**src/rtl/button_conditioner.sv**
```systemverilog
// Debounces two raw push-buttons and turns accepted presses into one-clk address-step and write strobes.
// Define AUTO_REPEAT_EN to add hold-to-repeat behaviour on the address button.
module button_conditioner #(
    parameter int DB_CYCLES  = 500000,
    parameter int RPT_DELAY  = 25000000,
    parameter int RPT_PERIOD = 5000000
) (
    input  logic clk,
    input  logic reset,
    input  logic addr_step,
    input  logic we_step,
    output logic addr_pulse,
    output logic wr_pulse,
    output logic addr_held,
    output logic we_held
);

    localparam int MAX_A = (DB_CYCLES > RPT_DELAY) ? DB_CYCLES : RPT_DELAY;
    localparam int MAX_P = (MAX_A > RPT_PERIOD) ? MAX_A : RPT_PERIOD;
    localparam int CW    = $clog2(MAX_P + 1);
    localparam logic [CW-1:0] DB_LAST = CW'(DB_CYCLES - 1);

    typedef enum logic [1:0] {IDLE, DEB_PRESS, PRESSED, DEB_RELEASE} state_t;

    logic [1:0] raw;
    logic [1:0] sync_p0;
    logic [1:0] sync_p1;
    logic [1:0] held;
    logic [1:0] evt;
    logic       addr_pend;
    logic       addr_req;
    logic       wr_req;

    // Bit 0 is the address button, bit 1 the write button.
    assign raw = {we_step, addr_step};

    always_ff @(posedge clk) begin
        if (reset) begin
            sync_p0 <= '0;
            sync_p1 <= '0;
        end else begin
            sync_p0 <= raw;
            sync_p1 <= sync_p0;
        end
    end

    for (genvar i = 0; i < 2; i++) begin : g_btn
        state_t        state;
        logic [CW-1:0] cnt;
        logic          held_r;
        logic          press_evt;
        logic          rpt_evt;

        // The strobe is raised on the same edge that accepts the press.
        assign press_evt = (state == DEB_PRESS) && sync_p1[i] && (cnt == DB_LAST);
        assign held[i]   = held_r;
        assign evt[i]    = press_evt | rpt_evt;

        always_ff @(posedge clk) begin
            if (reset) begin
                state  <= IDLE;
                cnt    <= '0;
                held_r <= 1'b0;
            end else begin
                case (state)
                    IDLE: begin
                        if (sync_p1[i]) begin
                            state <= DEB_PRESS;
                            cnt   <= '0;
                        end
                    end
                    DEB_PRESS: begin
                        if (!sync_p1[i]) begin
                            state <= IDLE;
                        end else if (cnt == DB_LAST) begin
                            state  <= PRESSED;
                            held_r <= 1'b1;
                        end else begin
                            cnt <= cnt + CW'(1);
                        end
                    end
                    PRESSED: begin
                        if (!sync_p1[i]) begin
                            state <= DEB_RELEASE;
                            cnt   <= '0;
                        end
                    end
                    DEB_RELEASE: begin
                        if (sync_p1[i]) begin
                            state <= PRESSED;
                        end else if (cnt == DB_LAST) begin
                            state  <= IDLE;
                            held_r <= 1'b0;
                        end else begin
                            cnt <= cnt + CW'(1);
                        end
                    end
                    default: state <= IDLE;
                endcase
            end
        end

`ifdef AUTO_REPEAT_EN
        if (i == 0) begin : g_rpt
            localparam logic [CW-1:0] DELAY_LAST  = CW'(RPT_DELAY - 1);
            localparam logic [CW-1:0] PERIOD_LAST = CW'(RPT_PERIOD - 1);
            logic [CW-1:0] rpt_cnt;
            logic          rpt_phase;
            logic [CW-1:0] rpt_last;

            // First repeat waits the long delay, later ones the short period.
            assign rpt_last = rpt_phase ? PERIOD_LAST : DELAY_LAST;
            assign rpt_evt  = (state == PRESSED) && sync_p1[i] && (rpt_cnt == rpt_last);

            always_ff @(posedge clk) begin
                if (reset || (state != PRESSED)) begin
                    rpt_cnt   <= '0;
                    rpt_phase <= 1'b0;
                end else if (rpt_evt) begin
                    rpt_cnt   <= '0;
                    rpt_phase <= 1'b1;
                end else if (rpt_cnt != rpt_last) begin
                    rpt_cnt <= rpt_cnt + CW'(1);
                end
            end
        end else begin : g_norpt
            assign rpt_evt = 1'b0;
        end
`else
        assign rpt_evt = 1'b0;
`endif
    end

    // Write wins a tie so the RAM is written before the address advances.
    assign wr_req   = evt[1];
    assign addr_req = evt[0] | addr_pend;

    always_ff @(posedge clk) begin
        if (reset) begin
            wr_pulse   <= 1'b0;
            addr_pulse <= 1'b0;
            addr_pend  <= 1'b0;
        end else begin
            wr_pulse   <= wr_req;
            addr_pulse <= addr_req & ~wr_req;
            addr_pend  <= addr_req & wr_req;
        end
    end

    assign addr_held = held[0];
    assign we_held   = held[1];

endmodule
```
**config.mk**
```make
export PLATFORM = sky130hd
export DESIGN_NAME = button_conditioner
export DESIGN_NICKNAME = d
export VERILOG_FILES = /design/src/rtl/button_conditioner.sv
export SDC_FILE = /design/constraint.sdc
export NUM_CORES = 1
export LEC_CHECK = 0
export CAP_MARGIN = 25
export CORE_ASPECT_RATIO = 2
export CORE_MARGIN = 5
export CORE_UTILIZATION = 65
export CTS_BUF_LIST = sky130_fd_sc_hd__clkbuf_8 sky130_fd_sc_hd__clkbuf_16
export CTS_CLUSTER_DIAMETER = 120
export DETAILED_ROUTE_END_ITERATION = 8
export HOLD_SLACK_MARGIN = 0.03
export PLACE_DENSITY = 0.87
export SLEW_MARGIN = 40
export SYNTH_ARGS = -nofsm -noshare
export SYNTH_HDL_FRONTEND = slang
export SYNTH_SLANG_ARGS = --single-unit
export TNS_END_PERCENT = 50
```
**constraint.sdc**
```tcl
create_clock -name clk -period 6.6 [get_ports clk]
set_input_delay 1.65 -clock clk [delete_from_list [all_inputs] [get_ports clk]]
set_output_delay 1.65 -clock clk [all_outputs]
set_load 0.05 [all_outputs]
```
# After elaboration in Yosys (flattened, before gate mapping)

Index checks and enable logic that the tools add are counted.

Output and inout port bits: 4
Word-level logic and storage cells: 91
Bits of input ports: 4
Bits in registers: 63

Muxes and demuxes: 36
Equal/unequal tests: 24
Add/subtract/negate cells: 2
Reductions and logical operators: 14
Bitwise operators: 4

Operators with widths:

| operator                                        | count |
|---|---|
| two-way mux 25 bit                              | 10 |
| one-hot mux 25 bit (4 select lines)             | 2 |
| adder 25 x 1 -> 25 bit, second input constant   | 2 |
| == test 25 x 19 -> 1 bit, second input constant | 2 |
| two-way mux 2 bit                               | 12 |
| != test 2 bit, second input constant            | 10 |
| one-hot mux 2 bit (4 select lines)              | 2 |
| AND reduction 4 bit                             | 4 |
| AND reduction 5 bit                             | 2 |
| == test 2 bit, second input constant            | 4 |
| two-way mux 1 bit                               | 8 |
| != test 3 x 2 -> 1 bit, second input constant   | 2 |
| != test 3 bit, second input constant            | 2 |
| == test 2 x 1 -> 1 bit, second input constant   | 2 |
| logical AND 1 bit                               | 4 |
| logical NOT 2 bit                               | 2 |
| != test 2 x 1 -> 1 bit, second input constant   | 2 |
| one-hot mux 1 bit (2 select lines)              | 2 |
| nonzero test 2 bit                              | 2 |
| AND 1 bit                                       | 2 |
| inverter 1 bit                                  | 1 |
| OR 1 bit                                        | 1 |

# Longest topological paths before layout

Word-level depth: 5
Gate-level depth with buffers: 9
Depth with buffers taken out: 6

# Worst setup path before layout

Ideal clock, no wire load.

Path type: input to register
From: input port reset
To: register g_btn[0].cnt[23]
Required time: 6540 ps
Cell stages on the path: 5
Path buffers: 0
Data arrival time: 2569 ps
Setup slack: 3971 ps
Path through: nor2b_1 nand2_1 a21oi_1 o311a_1 a221o_1

RTL lines:

| item                   | line | RTL |
|---|---|---|
| start: declaration     | 9    | `input logic reset,` |
| end signal: assignment | 79   | `cnt <= cnt + CW'(1);` |
| end signal: assignment | 95   | `cnt <= cnt + CW'(1);` |
| end: declaration       | 49   | `logic [CW-1:0] cnt;` |

==> impl_metrics.yaml <==
detailed_routing:
  viasPerCell: 6.72
  vias: 3039
  wl_per_cell_um: 17.3
  first_iter_violations: 245
  post-route-drc-count: 0
  first_pass_iters: 5
  ant_nets: 0
  routed_wl_um: 7840
sta:
  fmax_ghz: 0.302
  slew_headroom_pct: 47.0
  hold_viol_final: 0
  setup_viol: 0
  fin_skew_ns: 0.00531
  maxSlewViolCount: 0
  fin_setup_tns_ns: 0
  fin_crit_ns: 3.31
  timing.final.crit_share_pct: 50.2
  rsz0062_at_grt: "no"
  holdWs_ns: 0.442
  tightest_slew_ns: 0.792
power_and_ir_drop:
  power_density_nw_per_um2: 230
  internal_power_uw: 625
  combinationalPowerShare_pct: 3.6
  power_frac_seq_pct: 48.3
  swShare_pct: 21.8
  p_leak_nw: 1.09
  power.switching_uw: 174
  ir_drop_mv: 0.228
  clkPwrFrac_pct: 48.1
clocking:
  h-tree-depth: 3
  post_cts_resized: 0
  cts_tree: "yes"
  clock_path_buffers: 2
  holdBufCountCts: 0
  root_buffer: "clkbuf_8"
  cts_buffers: 9
  cts_sinks: 63
  clock_latency_ns: 0.34
  clk_pin_slew_ns: 0.07
  cts_setup_buffers: 0
setup_path:
  startpoint_type: "primary input"
  reg2regPathDepth: 5
  worstPathMaxFanout: 43
  r2r-end: "g_btn[1].cnt[20]"
  required_ns: 6.88
  ff2ff_setup_slack_ns: 3.83
  arrival_ns: 3.60
  r2r-start: "g_btn[1].state[0]"
  critical_path_class: "primary input to register"
  critPathCaptureType: "register"
final_layout:
  drive_above_1_share_pct: 7.59
  area_growth_pct: 9.58
  diodes: 0
  layout.nets: 396
floorplanning:
  start_util_pct: 65.6
  dieArea_um2: 6440
  dieWidth_um: 59.3
  io_pins: 8
  die_h_um: 109
  core.rowCount: 36
  core_area_um2: 4820
global_routing:
  grt_usage_pct: 27.1
  grt_pass1_wl_um: 13300
  antenna_found_initial: 0
  grt_max_degree: 44
  grt_remaining_overflow: 0
  grt_pass1_vias: 2978
logic_synthesis:
  ys_seq_elements: 63
  synthCells: 390
  async_reset_ff_share_pct: 0
  synth_edf_count: 0
  synth.cell_area_um2: 3160
  synth_ff_type: "dfxtp_1"
  synthDistinctLibCells: 55
  syn_nets: 396
  avgSynthCellArea_um2: 8.11
  yosys_warnings: 0
  yosysSeqAreaShare_pct: 39.9
worst_hold_path:
  hold_class: "register to register"
  hold_end: "sync_p1[0]"
  hold_path_depth: 1
  hold_path_startpoint: "sync_p0[0]"
placed_design:
  io_buffers: 7
  dp_hpwl_um: 5520
  gp_congestion: 0.992
status:
  status: "finished, final reports clean"
run:
  max_cap_viol_count: 0
layout make-up:
| cell class | instances | area (um^2) |
|---|---|---|
| multi-input combinational | 303 | 1800 |
| fill | 365 | 1360 |
| sequential | 63 | 1260 |
| clock buffer | 11 | 151 |
| timing repair buffer | 9 | 85.1 |
| clock inverter | 5 | 80.1 |
| tap | 57 | 71.3 |
| inverter | 4 | 15.0 |
synthesized netlist by cell type, drive strengths merged, types with 3 or more instances:
library cell	number	area share [%]
nor3	16	2.7
nand2	37	4.4
nand2b	3	0.59
a22oi	6	1.4
nand3	21	3.3
nor2	45	5.3
a21oi	24	3.8
o31ai	4	0.95
xor2	4	1.1
nor2b	7	1.4
mux2i	4	1.3
a31oi	10	2.0
o21ai	17	2.7
nor4	14	3.0
nand4	16	3.2
clkbuf	15	1.9
and3	4	0.79
or4b	3	0.95
xnor2	11	3.0
nor4b	3	0.83
and4	7	1.9
or2	3	0.59
dfxtp	63	40
or4	8	1.9
o211ai	4	0.95
a21o	4	0.95
buf	5	0.95
inv	4	0.47
power groups by stage:
| stage | combinational, mW | clock, mW | sequential (mW) |
|---|---|---|---|
| floorplan | 0.0168 | 0 | 0.397 |
| global placement | 0.0278 | 0 | 0.394 |
| detailed placement | 0.0283 | 0 | 0.394 |
| CTS | 0.0286 | 0.387 | 0.386 |
| global route | 0.0309 | 0.405 | 0.386 |
| finish | 0.0286 | 0.384 | 0.386 |
critical path: stages:
cell and delay (ns):
clkdlybuf4s50_1 0.39, buf_4 0.26, nor2b_1 0.23, nand2_1 0.12, a21oi_1 0.56, o311a_1 0.27
a221o_1 0.10
sequential cells by signal, indices dropped and copies added, names as in the netlist, named ones only:
| register | flops |
|---|---|
| g_btn.state | 2 |
| wr_pulse | 1 |
| g_btn.cnt | 50 |
| we_held | 1 |
| addr_pend | 1 |
| addr_pulse | 1 |
| addr_held | 1 |
| sync_p1 | 2 |
| sync_p0 | 2 |
cells by family after synthesis:
kind of cell	Yosys count	synth area share, %
AOI/OAI and AO/OA	85	17.2
xor gates and xnor gates	15	4.15
adders and majority gates	2	0.791
buffers and inverters	24	3.28
DFF	63	39.9
muxes	6	1.98
and+or+nand+nor	195	32.7
per-layer routing:
metal	up-vias	wire length, um	GRT usage, %
met1	1453	2750	26.0
met3	42	300	4.98
met2	86	4380	48.4
met5	-	0	0
li1	1458	-	-
met4	0	406	20.4
how the worst max path moves through the flow:
stage / to / startpoint / slack [ns] / cells past startpoint
after floorplan: g_btn[0].cnt[23] / reset / 3.97 / 5
after global placement: g_btn[0].cnt[23] / reset / 3.06 / 7
after detailed placement: g_btn[0].cnt[23] / reset / 2.91 / 7
after CTS: g_btn[0].cnt[23] / reset / 3.30 / 7
after global routing: g_btn[0].cnt[23] / reset / 3.13 / 7
final: g_btn[0].cnt[23] / reset / 3.29 / 7
cell usage in the layout (no fill, tap or decap), types with 8 or more instances in the layout:
| master | instances |
|---|---|
| xnor2_1 | 11 |
| nor4_1 | 13 |
| nor3_1 | 15 |
| nor2_1 | 45 |
| clkbuf_8 | 11 |
| or4_1 | 8 |
| o21ai_0 | 17 |
| nand2_1 | 37 |
| nand4_1 | 16 |
| a31oi_1 | 10 |
| nand3_1 | 21 |
| dfxtp_1 | 63 |
| a21oi_1 | 24 |
through the flow:
step           utilization [%]  worst slack, ns  cell area (um^2)  std cells  power (mW)
5_1_grt                   71.9             3.13              3460        452       0.822
2_1_floorplan                -             3.97              3160        390       0.414
6_report                  71.9             3.29              3460        452       0.798
3_5_place_dp              67.1             2.91              3230        436       0.423
4_1_cts                   71.9             3.30              3460        452       0.802
3_3_place_gp              67.0             3.06              3230        436       0.422
Power figures use the tool's default switching activity.
